<file path="src/rtl/etapa_pipe_hs.sv">
// Multi-lane valid/ready pipeline stage with bubble collapsing and occupancy count.
// Optional idle-symbol fill of invalid output data: define ETAPA_PIPE_IDLE_FILL_EN.
module etapa_pipe_hs #(
  parameter int              WIDTH     = 8,
  parameter int              LANES     = 4,
  parameter int              DEPTH     = 2,
  parameter logic [WIDTH-1:0] IDLE_WORD = 8'hBC
) (
  input  logic                           clk_8f,
  input  logic                           reset,
  input  logic [LANES*WIDTH-1:0]         data_in,
  input  logic                           valid_in,
  output logic                           ready_out,
  output logic [LANES*WIDTH-1:0]         data_out,
  output logic                           valid_out,
  input  logic                           ready_in,
  output logic [$clog2(DEPTH+1)-1:0]     occupancy
);

  localparam int W  = LANES * WIDTH;
  localparam int OW = $clog2(DEPTH + 1);
`ifdef ETAPA_PIPE_IDLE_FILL_EN
  localparam bit IDLE_FILL = 1'b1;
`else
  localparam bit IDLE_FILL = 1'b0;
`endif

  logic [W-1:0]     d_reg [DEPTH];
  logic [DEPTH-1:0] v_reg;
  logic [OW-1:0]    occ_reg;
  logic [DEPTH-1:0] adv;
  logic             in_xfer;
  logic             out_xfer;

  // A stage may advance if any stage at or downstream of it has room to move.
  always_comb begin
    logic carry;
    adv   = '0;
    carry = ready_in | ~v_reg[DEPTH-1];
    adv[DEPTH-1] = carry;
    for (int i = DEPTH - 2; i >= 0; i--) begin
      carry  = carry | ~v_reg[i];
      adv[i] = carry;
    end
  end

  assign ready_out = adv[0] & reset;
  assign in_xfer   = valid_in & ready_out;
  assign out_xfer  = v_reg[DEPTH-1] & ready_in;

  always_ff @(posedge clk_8f) begin
    if (!reset) begin
      for (int i = 0; i < DEPTH; i++) begin
        d_reg[i] <= '0;
      end
      v_reg   <= '0;
      occ_reg <= '0;
    end else begin
      if (adv[0]) begin
        d_reg[0] <= data_in;
        v_reg[0] <= valid_in;
      end
      for (int i = 1; i < DEPTH; i++) begin
        if (adv[i]) begin
          d_reg[i] <= d_reg[i-1];
          v_reg[i] <= v_reg[i-1];
        end
      end
      if (in_xfer && !out_xfer) begin
        occ_reg <= occ_reg + OW'(1);
      end else if (out_xfer && !in_xfer) begin
        occ_reg <= occ_reg - OW'(1);
      end
    end
  end

  assign valid_out = v_reg[DEPTH-1];
  assign occupancy = occ_reg;

  genvar gi;
  generate
    for (gi = 0; gi < LANES; gi++) begin : g_lane
      assign data_out[gi*WIDTH +: WIDTH] = (IDLE_FILL && !v_reg[DEPTH-1]) ?
                                           IDLE_WORD : d_reg[DEPTH-1][gi*WIDTH +: WIDTH];
    end
  endgenerate

endmodule

</file>
<file path="config.mk">
export PLATFORM = sky130hd
export DESIGN_NAME = etapa_pipe_hs
export DESIGN_NICKNAME = d
export VERILOG_FILES = /design/src/rtl/etapa_pipe_hs.sv
export SDC_FILE = /design/constraint.sdc
export NUM_CORES = 1
export LEC_CHECK = 0
export CAP_MARGIN = 30
export CELL_PAD_IN_SITES_DETAIL_PLACEMENT = 1
export CELL_PAD_IN_SITES_GLOBAL_PLACEMENT = 1
export CORE_MARGIN = 2
export CORE_UTILIZATION = 42
export DETAILED_ROUTE_END_ITERATION = 10
export PLACE_DENSITY_LB_ADDON = 0.3
export SLEW_MARGIN = 5
export SYNTH_ARGS = -nofsm -noshare
export SYNTH_HDL_FRONTEND = slang
export SYNTH_SLANG_ARGS = --single-unit
</file>
<file path="constraint.sdc">
create_clock -name clk_8f -period 4.09 [get_ports clk_8f]
set_input_delay 1.0225 -clock clk_8f [delete_from_list [all_inputs] [get_ports clk_8f]]
set_output_delay 1.0225 -clock clk_8f [all_outputs]
set_load 0.02 [all_outputs]
</file>
Word level (Yosys, flattened, before mapping)
Memory sizes are Yosys's and may differ from the RTL's.
Index checks and enable logic that the tools add are counted.
{"block": "op_classes", "add_sub_neg": 2, "reduce_logical": 5, "muxes": 11, "bitwise_logic": 9}
{"operator": "$mux 32", "count": 2}
{"operator": "$mux 1", "count": 7}
{"operator": "$mux 2", "count": 2}
{"operator": "$or 1x1->1", "count": 4}
{"operator": "$and 1x1->1", "count": 3}
{"operator": "$add 2x1->2 const B", "count": 1}
{"operator": "$logic_and 1x1->1", "count": 2}
{"operator": "$logic_not 1->1", "count": 2}
{"operator": "$not 1->1", "count": 2}
{"operator": "$reduce_bool 2->1", "count": 1}
{"operator": "$sub 2x1->2 const B", "count": 1}
{"block": "word_totals", "out_inout_bits": 36, "mem_bits_rw": 64, "in_bits": 36, "register_bits": 4, "mem_count": 1}
{"name": "d_reg", "words": 2, "word_bits": 32, "read_ports": 2, "rd_ports_with_merged_regs": 0, "write_ports": 2, "line": "28", "source": "logic [W-1:0] d_reg [DEPTH];"}

Depth between registers and ports, before layout
Gate-level depths: netlist (run 1).
{"block": "logic_depth", "ltp_word": 9, "mapped_depth": 8, "depth_no_buf": 7}

Worst setup path after synthesis (run 1)
Ideal clock, no wire load.
{"block": "synth_path", "path_type": "input to register", "startpoint": "in ready_in", "endpoint": "mem d_reg[0][0] (netlist name), enable pin", "required_ns": 3.527, "stages": 2, "path_buffers": 0, "t_arrival_ns": 1.924, "slack_ns": 1.604, "setup_ns": 0.563, "cell_sequence": "nor2b_4 > nand3_1"}
{"item": "start: declaration", "line": "16", "source": "input logic ready_in,"}
{"item": "end: declaration", "line": "28"}

Worst setup path in the final report (run 1)
{"block": "layout_path", "startpoint": "in reset", "endpoint": "out ready_out"}
{"block": "layout_via", "elab_chain_len": 1}
{"item": "start: declaration", "line": "10", "source": "input logic reset,"}
{"item": "$and 1x1->1", "line": "47", "source": "assign ready_out = adv[0] & reset;"}
{"item": "end: declaration", "line": "13", "source": "output logic ready_out,"}
No other way between the ends.

==> results.toml, run 1 <==
[critical_path]
crit_slowest_cell = "clkdlybuf4s50_1"
critPathRequiredTime_ns = 3.07
arrival_ns = 2.43
startpoint = "reset"
critical_path_class = "primary input to primary output"
cp_common_cell = "clkdlybuf4s50_1"
timing.rr.end = "occupancy[1]$_SDFFE_PN0P_"
reg2reg_depth = 7
critical_path.max_stage_delay_ns = 0.61
r2r_start = "v_reg[1]$_SDFFE_PN0P_"
end_kind = "primary output"
worst-path-stages = 3
reg2reg_setup_slack_ns = 1.98
startpoint_type = "primary input"
crit_family = "buffers and inverters"
crit_chain = "clkdlybuf4s50_1 > a21boi_4 > clkdlybuf4s50_1"
path_buf_inv = 2
worst-path-max-fanout = 7

[floorplanning]
io_pins = 72
die_x_um = 86.0
core_sq_um = 6420
die_h_um = 86.0
initial_core_util_pct = 44.0
fp-row-count = 29
die_area_sq_um = 7400

[clock_network]
cts_tree = "yes"
cts_setup_buffers = 0
htreeDepth = 3
max-clock-path-buffers = 2
cts_root_buf = "clkbuf_8"
clk_pin_slew_worst_paths_ns = 0.06
cts_resized = 0
clk_latency_ns = 0.32
cts_buffers = 9
clock-sinks = 68
ctsHoldBuffers = 0

[sta]
slew_violations = 0
setup_viol = 0
tns_ns = 0
fin_crit_ns = 3.46
holdWs_ns = 0.507
setup_ws_ns = 0.634
finClkSkew_ns = 0.00581
period_share_pct = 84.5
hold_violations = 0
grt_setup_unrepaired = "false"
fmax_ghz = 0.289
slew_headroom_pct = 46.5
worst_pin_slew_ns = 0.802

[logic_synthesis]
synth.ff_latch_count = 68
yosysSeqAreaShare_pct = 70.9
ys.flop_type = "edfxtp_1"
yosys_warnings = 0
yosys-top-cells-count = "66 x and2_1, 64 x edfxtp_1, 32 x buf_4, 5 x buf_6, 4 x dfxtp_1"
synth_edf_count = 64
synth_nets = 224
yosysMostFrequentCell = "and2_1"
synth.distinct_cells = 20
synthesis.area_sq_um = 2830
synth.avg_cell_area_sq_um = 15.1
synth_area_leaders = "edfxtp_1 68%, and2_1 15%, buf_4 8.5%"
synth.top_cell.area_share_pct = 68.0
async_flop_share_pct = 0
syn_inst = 187
synth_area_leader_cell = "edfxtp_1"

[power_and_ir_drop]
p_per_area_nw_per_um2 = 399
leakagePower_nw = 1.35
ir_worst_vdd_mv = 0.197

[outcome]
status = "completed"

[finish]
final.fill_count = 618
n_antenna_cell = 0
seqCellArea_sq_um = 2000
area_growth_pct = 23.9
design_area_sq_um = 3500
multi_input_area_sq_um = 531
layout-drive-gt1-share_pct = 6.81
largest_register_ffs = 64
nets = 269

[drt]
first_pass_iters = 4
wl_mm = 4.33
vias = 1402
drc = 0
drt-initial-drc-count = 54
drt.antenna.violating_nets = 0
drt-vias-per-instance = 4.49
wire_per_inst_um = 13.9

[placed_design]
dp_hpwl_mm = 2.85
portBuffers = 71
gp_congestion = 0.741
placed_area_sq_um = 3350
place_ws_ns = 0.624

[flow_run]
drv_cap = 0

[grt]
grt_pass1_vias = 1479
overflow = 0
grt_usage_pct = 13.0
grt_max_degree = 66
antenna_found_initial = 0
grt_pass1_wl_mm = 7.12

[worst_hold_path]
min_delay_path_depth = 2
hold_path.startpoint = "occupancy[1]$_SDFFE_PN0P_"
hold_path_class = "register to register"
whs_endpoint = "occupancy[1]$_SDFFE_PN0P_"
## report_power, final
group | internal (mW) | leakage, nW | switching, mW
Combinational | 0.0872 | 0.496 | 0.0646
Clock | 0.205 | 0.0772 | 0.223
Sequential | 0.803 | 0.781 | 0.0128
## worst reg2reg max path: cells and delay by family (launching register included)
| family | cells | cell delay (ns) |
|---|---|---|
| buffers and inverters | 1 | 0.42 |
| flip-flops | 1 | 0.33 |
| adder cells (fa/ha/maj) | 1 | 0.26 |
| AND/OR/NAND/NOR | 3 | 0.72 |
| AO/OA/AOI/OAI | 2 | 0.30 |
## stage by stage
step	cells	utilization (%)	power, mW
floorplan	187	-	0.925
global placement	298	52.2	0.979
detailed placement	298	52.2	0.985
CTS	312	54.5	1.42
global route	312	54.5	1.46
finish	312	54.5	1.40
## layout make-up
type / instances / area share (%)
clock buffers: 9 / 3.54
clock inverters: 5 / 0.608
multi-input cells: 80 / 15.2
flip-flops and latches: 68 / 57.2
well taps: 77 / 2.75
repair buffers: 73 / 20.7
## how the worst max path moves through the flow
stage / end / slack, ns
global placement: ready_out / 0.65
CTS: ready_out / 0.62
detailed placement: ready_out / 0.62
finish: ready_out / 0.63
global route: ready_out / 0.55
floorplan: d_reg[0][0]$_SDFFCE_PN0P_ / 1.60
## layer usage
metal,wire length (um),vias up,GRT usage [%],share of wire [%]
li1,-,689,-,-
met1,1870,663,15.5,43
met3,207,6,3.46,4.8
met5,0,-,0,0
met4,53,0,7.36,1.2
met2,2190,44,21.1,51
## layout by cell type, fill, tap and decap left out
cell and count:
clkdlybuf4s50_1 71, and2_1 66, edfxtp_1 64, clkbuf_8 9, dfxtp_1 4, clkinv_1 3, nand2_1 2, clkinv_2 2
buf_4 2, nor2b_4 1, a21boi_4 1, nand3_2 1, xnor2_1 1, a21oi_1 1, nor2b_1 1, o21a_1 1
xor2_1 1, o21ai_0 1, or3_1 1, a21boi_0 1, ha_1 1
## cell families after synthesis
logic type	synth area share, %
flip-flops	70.9
adder cells (fa/ha/maj)	0.443
XOR/XNOR	0.620
AO/OA/AOI/OAI	1.28
AND/OR/NAND/NOR	16.0
buffers and inverters	10.8
Note: power is estimated with default switching activity, not from simulation.
==> run 2, diff against run 1 <==
--- a/config.mk
+++ b/config.mk
@@ -9,7 +9,7 @@
 export CELL_PAD_IN_SITES_DETAIL_PLACEMENT = 1
 export CELL_PAD_IN_SITES_GLOBAL_PLACEMENT = 1
 export CORE_MARGIN = 2
-export CORE_UTILIZATION = 42
+export CORE_UTILIZATION = 39
 export DETAILED_ROUTE_END_ITERATION = 10
 export PLACE_DENSITY_LB_ADDON = 0.3
 export SLEW_MARGIN = 5
==> constraint.sdc (replaced) <==
create_clock -name clk_8f -period 3.23 [get_ports clk_8f]
set_input_delay 0.8075 -clock clk_8f [delete_from_list [all_inputs] [get_ports clk_8f]]
set_output_delay 0.8075 -clock clk_8f [all_outputs]
set_load 0.02 [all_outputs]
==> results.toml, run 2 (synthesis results as in run 1) <==
[critical_path]
startpoint_type = "primary input"
worst-path-max-fanout = 5
end_kind = "primary output"
cp_common_cell = "clkdlybuf4s50_1"
arrival_ns = 2.21
crit_chain = "clkdlybuf4s50_1 > nor2b_4 > a21boi_4 > clkdlybuf4s50_1"
critical_path.max_stage_delay_ns = 0.62
r2r_start = "v_reg[1]$_SDFFE_PN0P_"
crit_slowest_cell = "clkdlybuf4s50_1"
critical_path_class = "primary input to primary output"
critPathRequiredTime_ns = 2.42
startpoint = "ready_in"

[floorplanning]
fp-row-count = 31
core_sq_um = 7140
die_h_um = 89.1
io_pins = 72
initial_core_util_pct = 39.6
die_x_um = 89.1
die_area_sq_um = 7940

[finish]
layout-drive-gt1-share_pct = 8.82
area_growth_pct = 26.6
final_common_cell = "clkdlybuf4s50_1"
final_cell_mix = "71 x clkdlybuf4s50_1, 66 x and2_1, 64 x edfxtp_1"
largest_register_ffs = 64
n_antenna_cell = 0
post-route-util_pct = 50.1
final_cells = 337
nets = 271

[grt]
grt_pass1_wl_mm = 7.02
grt_pass1_vias = 1362
gr-usage-met2_pct = 19.5
busiest_layer = "met2"
grt_usage_pct = 12.3
antenna_found_initial = 0
use_met1_pct = 15.6
overflow = 0
grt_max_degree = 65
use_met3_pct = 2.77

[power_and_ir_drop]
p_per_area_nw_per_um2 = 525
seq_power_share_pct = 54.9
swShare_pct = 21.5
leakagePower_nw = 1.38
switchingPower_mw = 0.404
pwr-share-comb_pct = 10.4
ir_worst_vdd_mv = 0.216
pwr-share-clk_pct = 34.7
internal_power_mw = 1.47

[drt]
wire_per_inst_um = 13.6
first_pass_iters = 3
drt-initial-drc-count = 43
vias = 1405
drt-vias-per-instance = 4.17
drt.antenna.violating_nets = 0
drc = 0
wl_mm = 4.59

[sta]
fin_crit_ns = 3.02
fmax_ghz = 0.331
hold_violations = 0
setup_viol = 0
grt_setup_unrepaired = "false"
period_share_pct = 93.6
finClkSkew_ns = 0.00688
slew_violations = 0
setup_ws_ns = 0.208
slew_headroom_pct = 67.9
tns_ns = 0
worst_pin_slew_ns = 0.482

[placed_design]
place_ws_ns = 0.214
portBuffers = 71
gp_congestion = 0.656
placedCellCount = 322
dp_hpwl_mm = 3.02

[clock_network]
htreeDepth = 3
clock-sinks = 68
cts_buffers = 9
clk_pin_slew_worst_paths_ns = 0.07
ctsHoldBuffers = 0
cts_setup_buffers = 0
clk_latency_ns = 0.33
cts_resized = 0
max-clock-path-buffers = 2
cts_tree = "yes"
cts_root_buf = "clkbuf_8"

[flow_run]
drv_cap = 0

[worst_hold_path]
hold_path_class = "register to register"
hold_path.startpoint = "d_reg[0][24]$_SDFFCE_PN0P_"

[outcome]
status = "completed"
-- run 2: cell types whose count changed in the layout (fill, tap and decap cells not counted), sizes merged --
cell      delta
buf          +2
bufinv       +1
clkinvlp     +1
clkinv       -1
-- run 2: final cells by class --
cell class / count / area (sq um)
Multi-Input combinational cell: 80 / 531
Sequential cell: 68 / 2000
Clock buffer: 9 / 124
Fill cell: 728 / 3560
Clock inverter: 6 / 56.3
Tap cell: 99 / 124
Timing Repair Buffer: 75 / 741
-- run 2: metal layers --
layer  routed length (um)  vias to the layer above
li1                     -                      692
met1                 2030                      662
met2                 2230                       44
met3                  241                        7
met4                   87                        0
met5                    0                        -
-- run 2: power by group through the flow --
| stage | Clock [mW] | Combinational [mW] | Sequential [mW] |
|---|---|---|---|
| after global routing | 0.702 | 0.212 | 1.04 |
| after CTS | 0.668 | 0.200 | 1.03 |
| after floorplan | 0 | 0.120 | 1.05 |
| after global placement | 0 | 0.193 | 1.05 |
| after detailed placement | 0 | 0.199 | 1.05 |
| final | 0.651 | 0.195 | 1.03 |
-- run 2: path summary, 6_finish.rpt --
path / endpoint / slack (ns) / depth (start not counted)
worst max-delay path: ready_out / 0.21 / 4
worst min-delay path: d_reg[0][56]$_SDFFCE_PN0P_ / 0.52 / 1
worst max register to register: occupancy[1]$_SDFFE_PN0P_ / 1.44 / 7
worst min register to register: d_reg[0][56]$_SDFFCE_PN0P_ / 0.52 / 1
-- run 2: worst max-delay path: cells and delay by family --
family          cells  cell delay [ns]
simple gates        1             0.08
buf+inv             2             1.15
compound gates      1             0.17
-- run 2: through the flow --
| step | total power [mW] | instance area [sq um] | hold slack [ns] |
|---|---|---|---|
| 3_5_place_dp | 1.25 | 3400 | 0.507 |
| 6_report | 1.88 | 3580 | 0.518 |
| 2_1_floorplan | 1.17 | 2830 | 0.497 |
| 5_1_grt | 1.95 | 3580 | 0.535 |
| 3_3_place_gp | 1.24 | 3400 | 0.486 |
| 4_1_cts | 1.90 | 3580 | 0.522 |
==> run 3, diff against run 2 <==
--- a/config.mk
+++ b/config.mk
@@ -11,6 +11,7 @@
 export CORE_MARGIN = 2
 export CORE_UTILIZATION = 39
 export DETAILED_ROUTE_END_ITERATION = 10
+export HOLD_SLACK_MARGIN = 0.1
 export PLACE_DENSITY_LB_ADDON = 0.3
 export SLEW_MARGIN = 5
 export SYNTH_ARGS = -nofsm -noshare
==> results of run 3 <==
Same layout as run 2: the final DEF is identical, and so are final timing and power.
